File: src/rtl/video_pkg.sv
// Shared definitions for the video test-pattern path: mode count and the
// mode-switch sequencer state encoding.
package video_pkg;

  localparam int NUM_MODES = 8;

  typedef enum logic [2:0] {
    IDLE        = 3'd0,
    WAIT_FRAME  = 3'd1,
    BLANK_FRAME = 3'd2,
    APPLY       = 3'd3,
    SETTLE      = 3'd4
  } mode_seq_state_t;

endpackage

File: src/rtl/frame_edge_detect.sv
// Single-cycle frame pulse on each inactive-to-active vsync transition,
// where "active" means vsync matches vsync_pol.
module frame_edge_detect (
  input  logic clock,
  input  logic reset_n,
  input  logic vsync,
  input  logic vsync_pol,
  output logic fp
);

  logic active;
  logic prev_active;

  assign active = (vsync == vsync_pol);

  // Resetting to "active" stops a pulse when reset releases mid-vsync.
  always_ff @(posedge clock or negedge reset_n) begin
    if (!reset_n) begin
      prev_active <= 1'b1;
    end else begin
      prev_active <= active;
    end
  end

  assign fp = active && !prev_active;

endmodule

File: src/rtl/mode_switch_controller.sv
// Sequences a video-mode change: waits for a frame boundary, blanks one full
// frame, applies the new config byte, then holds blank for SETTLE_FRAMES frames.
module mode_switch_controller #(
  parameter int NUM_MODES     = video_pkg::NUM_MODES,
  parameter int DEFAULT_MODE  = 0,
  parameter int SETTLE_FRAMES = 60
) (
  input  logic                       clock,
  input  logic                       reset_n,
  input  logic                       req_valid,
  input  logic [7:0]                 req_mode,
  output logic                       req_ready,
  input  logic                       vsync,
  input  logic                       vsync_pol,
  output logic [7:0]                 config_data,
  output logic                       blank,
  output logic                       trigger_enable,
  output logic                       busy,
  output logic                       done,
  output logic                       err,
  output video_pkg::mode_seq_state_t seq_state
);

  import video_pkg::*;

  localparam int CNT_W = (SETTLE_FRAMES > 0) ? $clog2(SETTLE_FRAMES + 1) : 1;
  localparam logic [CNT_W-1:0] CNT_TARGET = CNT_W'(SETTLE_FRAMES);
  localparam logic [CNT_W-1:0] CNT_MAX = '1;
  localparam logic [7:0] DEFAULT_CFG = 8'(DEFAULT_MODE);

  mode_seq_state_t  state;
  logic [7:0]       pending_mode;
  logic [CNT_W-1:0] settle_cnt;
  logic [CNT_W-1:0] settle_next;
  logic             fp;
  logic             req_in_range;

  frame_edge_detect u_frame_edge_detect (
    .clock     (clock),
    .reset_n   (reset_n),
    .vsync     (vsync),
    .vsync_pol (vsync_pol),
    .fp        (fp)
  );

  assign settle_next  = (settle_cnt == CNT_MAX) ? settle_cnt : settle_cnt + CNT_W'(1);
  assign req_in_range = 32'(req_mode) < NUM_MODES;

  // A request transfers when req_valid && req_ready on a rising clock; ready
  // is high only in IDLE and requests seen in any other state are dropped.
  always_ff @(posedge clock or negedge reset_n) begin
    if (!reset_n) begin
      state        <= IDLE;
      config_data  <= DEFAULT_CFG;
      pending_mode <= DEFAULT_CFG;
      blank        <= 1'b0;
      done         <= 1'b0;
      err          <= 1'b0;
      settle_cnt   <= '0;
    end else begin
      done <= 1'b0;
      err  <= 1'b0;
      unique case (state)
        IDLE: begin
          if (req_valid) begin
            if (!req_in_range) begin
              err <= 1'b1;
            end else if (req_mode == config_data) begin
              done <= 1'b1;
            end else begin
              pending_mode <= req_mode;
              state        <= WAIT_FRAME;
            end
          end
        end
        WAIT_FRAME: begin
          if (fp) begin
            blank <= 1'b1;
            state <= BLANK_FRAME;
          end
        end
        BLANK_FRAME: begin
          if (fp) begin
            state <= APPLY;
          end
        end
        APPLY: begin
          // Any fp landing in this cycle is deliberately not counted.
          config_data <= pending_mode;
          settle_cnt  <= '0;
          if (SETTLE_FRAMES == 0) begin
            blank <= 1'b0;
            done  <= 1'b1;
            state <= IDLE;
          end else begin
            state <= SETTLE;
          end
        end
        SETTLE: begin
          if (fp) begin
            settle_cnt <= settle_next;
            if (settle_next == CNT_TARGET) begin
              blank <= 1'b0;
              done  <= 1'b1;
              state <= IDLE;
            end
          end
        end
        default: state <= IDLE;
      endcase
    end
  end

  assign busy           = (state != IDLE);
  assign req_ready      = (state == IDLE);
  assign trigger_enable = !blank && !busy;
  assign seq_state      = state;

endmodule

File: config.mk
export PLATFORM = sky130hd
export DESIGN_NAME = mode_switch_controller
export DESIGN_NICKNAME = d
export VERILOG_FILES = /design/src/rtl/video_pkg.sv /design/src/rtl/frame_edge_detect.sv /design/src/rtl/mode_switch_controller.sv
export SDC_FILE = /design/constraint.sdc
export NUM_CORES = 1
export LEC_CHECK = 0
export CORE_MARGIN = 3
export CORE_UTILIZATION = 48
export DETAILED_ROUTE_END_ITERATION = 8
export DONT_BUFFER_PORTS = 1
export GPL_ROUTABILITY_DRIVEN = 0
export RECOVER_POWER = 50
export SYNTH_ARGS = -nofsm -noshare
export SYNTH_HDL_FRONTEND = slang
export SYNTH_HIERARCHICAL = 1
export SYNTH_SLANG_ARGS = --single-unit
File: constraint.sdc
create_clock -name clock -period 2 [get_ports clock]
set_input_delay 0.3 -clock clock [delete_from_list [all_inputs] [get_ports clock]]
set_output_delay 0.3 -clock clock [all_outputs]
set_load 0.1 [all_outputs]
==> results.json <==
{
  "h-tree-depth": 2,
  "clk_pin_slew_ns": 0.08,
  "synth_edf_count": 0,
  "worst_pin_slew_ns": 0.561,
  "required_ns": 2.20,
  "initial_core_util": 0.515,
  "groute.layer.met1.usage": 0.245,
  "dieWidth_um": 60.8,
  "grt_pass1_vias": 1124,
  "rrSetupSlack_ns": 0.15,
  "met2_usage": 0.296,
  "cts_buffer_depth": 2,
  "routedWlPerCell_um": 14.9,
  "post-place-ws_ns": 0.0804,
  "grtUsageMet3": 0.0511,
  "synth_async_sr_flop_share": 1.00,
  "die_h_um": 60.8,
  "hold_viol": 0,
  "final_common_cell": "nand2_1",
  "yosys_warnings": 6,
  "cp_data_arrival_time_ns": 2.05,
  "route.detailed.drc": 0,
  "grt_overflow": 0,
  "yosysSeqAreaShare": 0.503,
  "insertion_delay_ns": 0.31,
  "fin_ws_ns": 0.152,
  "final_util": 0.611,
  "drv_cap": 0,
  "cp-end-kind": "flop",
  "numClockSinks": 29,
  "setup_tns_ns": 0,
  "antenna_found_initial": 0,
  "drtAntennaViolNets": 0,
  "power.leakage_uw": 0.000850,
  "n_antenna_cell": 0,
  "max_freq_ghz": 0.541,
  "rsz0062_at_grt": "no",
  "place_hpwl_mm": 2.13,
  "dr.first_iter.drc_count": 37,
  "grt.total_usage": 0.186,
  "peakVddDrop_mv": 1.51,
  "fin_nets": 182,
  "drv_slew": 0,
  "finalClockSkew_ns": 0.00540,
  "yosysUniqueCellTypes": 40,
  "final.min_clock_period_ns": 1.85,
  "setup_viol": 0,
  "drive_gt1_frac": 0.290,
  "path_max_fanout": 8,
  "grt_pass1_wl_mm": 5.06,
  "postSynthCellCount": 146,
  "critPathLaunchType": "flop",
  "post_synth_instance_area_um2": 1440,
  "numPortBuffers": 0,
  "placementRows": 19,
  "synth_ff_type": "dfrtp_1",
  "first_pass_iters": 4,
  "path_class": "reg2reg",
  "final_cell_mix": "33 x nand2_1, 23 x dfrtp_1, 12 x buf_4",
  "finalCritPeriodShare": 0.924,
  "tritoncts": "yes",
  "cts-root-buf": "clkbuf_4",
  "finalPower_uw": 2230,
  "status": "completed",
  "syn_nets": 160,
  "grt_max_degree": 30,
  "r2r_start": "settle_cnt[1]$_DFFE_PN0P_",
  "startpoint": "settle_cnt[1]$_DFFE_PN0P_",
  "timing.slew.headroom": 0.626,
  "die_area_um2": 3700,
  "grt.busiest_layer": "met2",
  "synth_seq_cells": 29,
  "hp-class": "in2reg",
  "holdCritStartpoint": "vsync",
  "viasPerCell": 5.62,
  "numCtsBuffers": 5,
  "vias": 1124,
  "syn2layout_area_growth_pct": 18.6,
  "io-pin-count": 30,
  "routed_wl_mm": 2.98,
  "powerDensity_nw_per_um2": 1300,
  "whs_ns": 0.0462,
  "synth_area_per_cell_um2": 9.89,
  "core-area_um2": 2810
}
-- what timing repair did --
item,in CTS,in global routing
resized for setup,0,4
buffers inserted,0,1
hold buffers,2,0
endpoints found under the hold margin,29,0
setup endpoints to repair,0,4
-- state kept, by name, summed over array words and instances, names as in the netlist --
name,cells
config_data,8
blank,1
pending_mode,8
settle_cnt,6
err,1
done,1
u_frame_edge_detect/prev_active,1
seq_state,3
-- cell usage after synthesis, types with 2 or more instances --
cell,number,share of area
nand2_1,33,0.086
dfrtp_1,28,0.49
xor2_1,8,0.049
nand3_1,7,0.024
and2_1,6,0.026
nor2_1,6,0.016
o21ai_0,6,0.021
a21oi_1,5,0.017
clkbuf_1,5,0.013
nor2b_1,4,0.017
inv_1,3,0.0078
mux2_4,3,0.031
a31oi_1,2,0.0087
and3_1,2,0.0087
nor3_1,2,0.0069
nor4_1,2,0.0087
-- where the power goes --
part           switching [µW]  internal (µW)
clock                     191            134
combinational             836            274
sequential                105            691
-- logic make-up after synthesis --
group	after synthesis	share of synthesized area
adders and majority gates	2	0.0156
DFF	29	0.503
buffers and inverters	9	0.0286
and+or+nand+nor	74	0.276
AOI/OAI and AO/OA	18	0.0763
muxes	5	0.0459
xor gates and xnor gates	9	0.0546
-- final timing paths --
path | to | cells past startpoint
hold reg to reg | config_data[1]$_DFFE_PN0P_ | 2
setup reg to reg | seq_state[2]$_DFFE_PN0P_ | 6
max in group asynchronous | u_frame_edge_detect/prev_active$_DFF_PN1_ | 2
hold / removal | u_frame_edge_detect/prev_active$_DFF_PN1_ | 1
setup / recovery | seq_state[2]$_DFFE_PN0P_ | 6
min in group asynchronous | pending_mode[0]$_DFFE_PN0P_ | 2
-- per-layer routing --
| metal | share of wire | wire length (µm) |
|---|---|---|
| met5 | 0 | 0 |
| met4 | 0.012 | 35 |
| met3 | 0.048 | 143 |
| met2 | 0.48 | 1430 |
| met1 | 0.46 | 1370 |
-- through the flow --
step	cell area, µm²	cells
final	1710	200
after detailed placement	1630	189
after global routing	1710	200
after floorplan	1470	146
after CTS	1710	199
after global placement	1630	189
-- final cells by class --
type,instances,area [µm²]
Fill cell,251,1090
Sequential cell,29,738
Multi-Input combinational cell,108,699
Timing Repair Buffer,21,170
Clock buffer,6,41.3
Tap cell,31,38.8
Inverter,3,15.0
Clock inverter,2,10.0
-- worst max-delay path, cell delays in order (launching register included) --
cell	delay (ns)
dfrtp_2	0.44
ha_2	0.26
nor4bb_2	0.30
o31ai_1	0.11
a31oi_1	0.27
nand3_1	0.11
a31o_2	0.25
(Power assumes the default switching activity.)
